==> config.mk <==
export PLATFORM = sky130hd
export DESIGN_NAME = esl_led_pwm_flat
export DESIGN_NICKNAME = d
export VERILOG_FILES = /design/src/rtl/esl_led_pwm_if.sv /design/src/rtl/esl_led_pwm.sv /design/src/flat_wrapper.sv
export SDC_FILE = /design/constraint.sdc
export NUM_CORES = 1
export LEC_CHECK = 0
export BUFFER_PORTS_ARGS = -buffer_cell sky130_fd_sc_hd__buf_4
export CORE_UTILIZATION = 45
export CTS_BUF_LIST = sky130_fd_sc_hd__clkbuf_4 sky130_fd_sc_hd__clkbuf_8
export CTS_CLUSTER_DIAMETER = 200
export DETAILED_ROUTE_END_ITERATION = 8
export RECOVER_POWER = 100
export SYNTH_ARGS = -nofsm -noshare
export SYNTH_HDL_FRONTEND = slang
export SYNTH_SLANG_ARGS = --single-unit
==> constraint.sdc <==
create_clock -name clk -period 7.35 [get_ports clk]
set_clock_uncertainty 0.05 [all_clocks]
set_input_delay 1.1025 -clock clk [delete_from_list [all_inputs] [get_ports clk]]
set_output_delay 1.1025 -clock clk [all_outputs]
set_load 0.05 [all_outputs]
==> src/rtl/esl_led_pwm_if.sv <==
// Control and LED-drive bundle for esl_led_pwm.
// The master side owns the requests; the slave side (the PWM stage) owns the LED pins and the period marker.
interface esl_led_pwm_if #(
    parameter int LED_WIDTH = 8,
    parameter int PWM_BITS  = 8
);
    logic [LED_WIDTH-1:0] led_in;
    logic [PWM_BITS-1:0]  duty_max;
    logic                 fade_en;
    logic [LED_WIDTH-1:0] led_out;
    logic                 period_tick;

    modport master (
        output led_in, duty_max, fade_en,
        input  led_out, period_tick
    );

    modport slave (
        input  led_in, duty_max, fade_en,
        output led_out, period_tick
    );
endinterface

==> src/rtl/esl_led_pwm.sv <==
// PWM LED driver with a bus-set brightness ceiling and an optional per-LED linear fade.
// Define ESL_LED_PWM_GAMMA_EN to square the compare value (gamma correction); it is linear by default.
module esl_led_pwm #(
    parameter int LED_WIDTH = 8,
    parameter int PWM_BITS  = 8,
    parameter int PRESCALE  = 16,
    parameter int FADE_STEP = 8
) (
    input  logic          clk,
    input  logic          reset,
    esl_led_pwm_if.slave  pwm_if
);
    localparam int                PRESC_W    = (PRESCALE > 1) ? $clog2(PRESCALE) : 1;
    localparam logic [PRESC_W-1:0] PRESC_LAST = PRESC_W'(PRESCALE - 1);
    localparam logic [PWM_BITS:0]  STEP       = (PWM_BITS + 1)'(FADE_STEP);

    logic [PRESC_W-1:0]   presc_q, presc_d;
    logic [PWM_BITS-1:0]  cnt_q, cnt_d;
    logic [PWM_BITS-1:0]  level_q [LED_WIDTH];
    logic [PWM_BITS-1:0]  level_d [LED_WIDTH];
    logic [LED_WIDTH-1:0] led_q, led_d;
    logic                 ptick_q;
    logic                 tick;
    logic                 period_end;

    // One extra bit keeps the step from wrapping before it is clamped to the target.
    function automatic logic [PWM_BITS-1:0] next_level(
        input logic [PWM_BITS-1:0] lvl,
        input logic [PWM_BITS-1:0] tgt,
        input logic                fade
    );
        logic [PWM_BITS:0] l_w;
        logic [PWM_BITS:0] t_w;
        logic [PWM_BITS:0] up_w;
        l_w  = {1'b0, lvl};
        t_w  = {1'b0, tgt};
        up_w = l_w + STEP;
        if (!fade || (l_w == t_w)) begin
            return tgt;
        end else if (l_w < t_w) begin
            return (up_w > t_w) ? tgt : up_w[PWM_BITS-1:0];
        end else begin
            return (l_w >= (t_w + STEP)) ? (lvl - STEP[PWM_BITS-1:0]) : tgt;
        end
    endfunction

    function automatic logic [PWM_BITS-1:0] eff_of(input logic [PWM_BITS-1:0] lvl);
`ifdef ESL_LED_PWM_GAMMA_EN
        logic [2*PWM_BITS-1:0] sq;
        sq = {{PWM_BITS{1'b0}}, lvl} * {{PWM_BITS{1'b0}}, lvl};
        return sq[2*PWM_BITS-1:PWM_BITS];
`else
        return lvl;
`endif
    endfunction

    always_comb begin
        tick       = (presc_q == PRESC_LAST);
        presc_d    = tick ? '0 : presc_q + 1'b1;
        cnt_d      = tick ? cnt_q + 1'b1 : cnt_q;
        period_end = tick && (&cnt_q);
    end

    // The output is built from next-state counter/levels so that led_out and
    // period_tick both change in the first cycle of the new period.
    always_comb begin
        led_d = '0;
        for (int i = 0; i < LED_WIDTH; i++) begin
            level_d[i] = period_end
                       ? next_level(level_q[i], pwm_if.led_in[i] ? pwm_if.duty_max : '0, pwm_if.fade_en)
                       : level_q[i];
            led_d[i]   = (&level_d[i]) ? 1'b1 : (cnt_d < eff_of(level_d[i]));
        end
    end

    always_ff @(posedge clk) begin
        if (reset) begin
            presc_q <= '0;
            cnt_q   <= '0;
            led_q   <= '0;
            ptick_q <= 1'b0;
            for (int i = 0; i < LED_WIDTH; i++) begin
                level_q[i] <= '0;
            end
        end else begin
            presc_q <= presc_d;
            cnt_q   <= cnt_d;
            led_q   <= led_d;
            ptick_q <= period_end;
            for (int i = 0; i < LED_WIDTH; i++) begin
                level_q[i] <= level_d[i];
            end
        end
    end

    assign pwm_if.led_out     = led_q;
    assign pwm_if.period_tick = ptick_q;
endmodule

==> src/flat_wrapper.sv <==
// flat-port wrapper written by rule: the top's interface ports become plain ports
module esl_led_pwm_flat 
#(
    parameter int LED_WIDTH = 8,
    parameter int PWM_BITS  = 8,
    parameter int PRESCALE  = 16,
    parameter int FADE_STEP = 8
)
  (clk, reset, pwm_if_led_in, pwm_if_duty_max, pwm_if_fade_en, pwm_if_led_out, pwm_if_period_tick);
  esl_led_pwm_if #(.LED_WIDTH(LED_WIDTH), .PWM_BITS(PWM_BITS)) pwm_if_i ();
  input  logic clk;
  input  logic reset;
  input wire logic [$bits(pwm_if_i.led_in)-1:0] pwm_if_led_in;
  input wire logic [$bits(pwm_if_i.duty_max)-1:0] pwm_if_duty_max;
  input wire logic [$bits(pwm_if_i.fade_en)-1:0] pwm_if_fade_en;
  output wire logic [$bits(pwm_if_i.led_out)-1:0] pwm_if_led_out;
  output wire logic [$bits(pwm_if_i.period_tick)-1:0] pwm_if_period_tick;
  assign pwm_if_i.led_in = pwm_if_led_in;
  assign pwm_if_i.duty_max = pwm_if_duty_max;
  assign pwm_if_i.fade_en = pwm_if_fade_en;
  assign pwm_if_led_out = pwm_if_i.led_out;
  assign pwm_if_period_tick = pwm_if_i.period_tick;
  esl_led_pwm #(.LED_WIDTH(LED_WIDTH), .PWM_BITS(PWM_BITS), .PRESCALE(PRESCALE), .FADE_STEP(FADE_STEP)) u_core (.clk(clk), .reset(reset), .pwm_if(pwm_if_i));
endmodule
==> results.sh <==
export IMPL_synth_edf_count=0
export IMPL_violations="capacitance limit, slew limit"
export IMPL_holdWs_ps=446
export IMPL_p_leak_nw=4.84
export IMPL_max_freq_mhz=175
export IMPL_dr_first_iter_drc_count=677
export IMPL_ys_seq_area_frac=0.160
export IMPL_placementRows=55
export IMPL_holdPathEnd="u_core.presc_q[0]$_SDFF_PP0_"
export IMPL_pre_cts_slack_ps=1460
export IMPL_reg2reg_to="u_core.pwm_if.led_out[7]$_SDFF_PP0_"
export IMPL_final_area_um2=11200
export IMPL_async_reset_ff_frac=0
export IMPL_layout_common_cells="198 x ha_1, 157 x nor2_1, 131 x nand2_1"
export IMPL_fin_util=0.489
export IMPL_reg2regPathDepth=19
export IMPL_ys_flop_type="dfxtp_1"
export IMPL_cts_setup_buffers=0
export IMPL_relSlewSlack=-0.553
export IMPL_final_nets=1595
export IMPL_cts_root_buffer="clkbuf_8"
export IMPL_drc=0
export IMPL_final_common_cell="ha_1"
export IMPL_grt_pass1_wl_um=51600
export IMPL_cpPeakStageDelay_ps=1090
export IMPL_cts_inserted_buffers=9
export IMPL_antenna_found_initial=1
export IMPL_timing_final_hold_violations=0
export IMPL_crit_start="pwm_if_duty_max[3]"
export IMPL_timing_setup_tns_ps=0
export IMPL_outcome="finished, violations left"
export IMPL_rrSetupSlack_ps=2680
export IMPL_gp_congestion=0.920
export IMPL_die_w_um=156
export IMPL_core_area_um2=22900
export IMPL_finalCritPeriodShare=0.778
export IMPL_setup_ws_ps=1630
export IMPL_peakVddDrop_v=0.0000861
export IMPL_fillCellCount=2301
export IMPL_drive_gt1_frac=0.0484
export IMPL_dieArea_um2=24200
export IMPL_whs_path_depth=1
export IMPL_worstPathRequired_ps=7610
export IMPL_clk_latency_ps=400
export IMPL_postCtsHoldBufs=0
export IMPL_start_util=0.463
export IMPL_dieHeight_um=156
export IMPL_wl_um=32300
export IMPL_synth_area_um2=10600
export IMPL_h_tree_depth=3
export IMPL_min_path_type="reg -> reg"
export IMPL_syn_inst=1388
export IMPL_grt_start_max_net_pins=61
export IMPL_synth_fp_nets=1605
export IMPL_grt_util_all_layers=0.271
export IMPL_setup_viol=0
export IMPL_power_mw=1.07
export IMPL_cts_tree="done"
export IMPL_cp_arrival_ps=5980
export IMPL_ys_ff_latch=85
export IMPL_layoutNonFillerInstCount=1696
export IMPL_rsz0062_at_grt="false"
export IMPL_io_buffers=27
export IMPL_vias_per_cell=6.12
export IMPL_worstSetupEndpointType="register"
export IMPL_clkSinkCount=85
export IMPL_vias=10400
export IMPL_crit_path_top_delay_cell="o21ai_0"
export IMPL_dr_pass1_iters=6
export IMPL_min_period_ps=5720
export IMPL_io_pins=28
export IMPL_powerDensity_nw_per_um2=95.8
export IMPL_drv_cap=2
export IMPL_worstSetupStartpointType="input pin"
export IMPL_crit_fanout=24
export IMPL_grt_ovfl_total=0
export IMPL_insertedDiodeCount=0
export IMPL_ys_warnings_count=0
export IMPL_place_area_um2=11100
export IMPL_dpl_cell_count=1680
export IMPL_crit_chain="buf_4, nand2_1, xnor2_1, nand2_1, ha_1, a21o_1, a211oi_1, a211oi_1, o21ai_0, a21oi_1, a221o_1, inv_1, ha_1, a21o_1, a211oi_1, nand2_1, o211ai_1"
export IMPL_grt_pass1_vias=9727
export IMPL_ant_nets=0
export IMPL_yosys_cell_types_count=84
export IMPL_worstReg2RegStart="u_core.level_q[0][60]$_SDFF_PP0_"
export IMPL_post_cts_resize_count=0
export IMPL_worst_pin_slew_ps=2330
export IMPL_syn_to_final_growth_pct=5.51
export IMPL_slew_viol_final=93
export IMPL_wire_per_inst_um=19.0
export IMPL_syn_avg_cell_area_um2=7.65
export IMPL_worstSetupPathType="in -> reg"
export IMPL_hpwlAfterDp_um=23300
export IMPL_min_from="u_core.presc_q[0]$_SDFF_PP0_"
export IMPL_cts_buffer_depth=2
export IMPL_clkTransAtPathRegs_ps=90
critical path, delay by kind of cell:
family / cells / cell delay [ps]
AO/OA/AOI/OAI: 9 / 2700
XOR/XNOR: 1 / 860
adder cells (fa/ha/maj): 2 / 570
buffers and inverters: 2 / 410
AND/OR/NAND/NOR: 3 / 340
per-layer routing:
metal  routed length, um  global-route usage  share of wire
met5                   0                   0              0
met1               15200               0.374           0.47
met2               14500               0.435           0.45
met4                 730              0.0831          0.023
met3                1840              0.0389          0.057
flip-flops by register name (all words and copies together) (netlist names):
signal and count:
u_core.cnt_q 8, u_core.level_q 64, u_core.presc_q 4, u_core.pwm_if.led_out 8, u_core.pwm_if.period_tick 1
Yosys cell counts (all sizes together) (7+ instances only):
cell	count	share of area
nand2	132	0.047
a221oi	7	0.0058
a22oi	11	0.0078
and3	12	0.0071
mux2	7	0.0074
nand2b	10	0.0059
clkbuf	41	0.014
nor3	29	0.014
nand3	57	0.027
nor3b	7	0.0049
nand4	20	0.012
a21o	24	0.017
o22ai	12	0.0071
inv	55	0.019
mux2i	25	0.024
o21ai	57	0.027
buf	18	0.0093
dfxtp	85	0.16
o21a	13	0.0092
o2111ai	11	0.0091
nor2b	25	0.015
xor2	31	0.026
o221ai	7	0.0058
a21oi	88	0.042
a211oi	29	0.023
a211o	7	0.0058
ha	198	0.23
o31ai	12	0.0085
xnor2	29	0.024
o31a	9	0.0074
and2	23	0.014
or3	10	0.0059
a31oi	18	0.011
nor2	158	0.056
o211ai	20	0.014
report_power, final:
group	switching (mW)	leakage [nW]	total [mW]	internal, mW
logic	0.169	4.05	0.258	0.0888
registers	0.00135	0.685	0.463	0.462
clock network	0.196	0.104	0.353	0.157
total	0.366	4.84	1.07	0.708
worst max-delay path by stage:
| stage | end | slack, ps | depth (start not counted) |
|---|---|---|---|
| finish | u_core.pwm_if.led_out[1]$_SDFF_PP0_ | 1630 | 17 |
| global route | u_core.pwm_if.led_out[1]$_SDFF_PP0_ | 1230 | 17 |
| CTS | u_core.pwm_if.led_out[3]$_SDFF_PP0_ | 1840 | 18 |
| detailed placement | u_core.pwm_if.led_out[3]$_SDFF_PP0_ | 1460 | 17 |
| global placement | u_core.pwm_if.led_out[3]$_SDFF_PP0_ | 1610 | 18 |
| floorplan | u_core.pwm_if.led_out[3]$_SDFF_PP0_ | 2380 | 19 |
cells by family after synthesis:
kind of cell / Yosys count / share of synthesized area
AOI/OAI and AO/OA: 386 / 0.253
muxes: 32 / 0.0310
xor gates and xnor gates: 60 / 0.0495
buffers and inverters: 114 / 0.0432
adders and majority gates: 199 / 0.234
DFF: 85 / 0.160
and+or+nand+nor: 512 / 0.229
area by class of cell:
class | count | area, um2 | share of cell area
Clock inverter | 3 | 26.3 | 0.00234
Clock buffer | 13 | 173 | 0.0154
Multi-Input combinational cell | 1189 | 8460 | 0.755
Tap cell | 313 | 392 | 0.0349
Sequential cell | 85 | 1700 | 0.152
Timing Repair Buffer | 38 | 244 | 0.0218
Inverter | 55 | 206 | 0.0184
(Power assumes the default switching activity.)
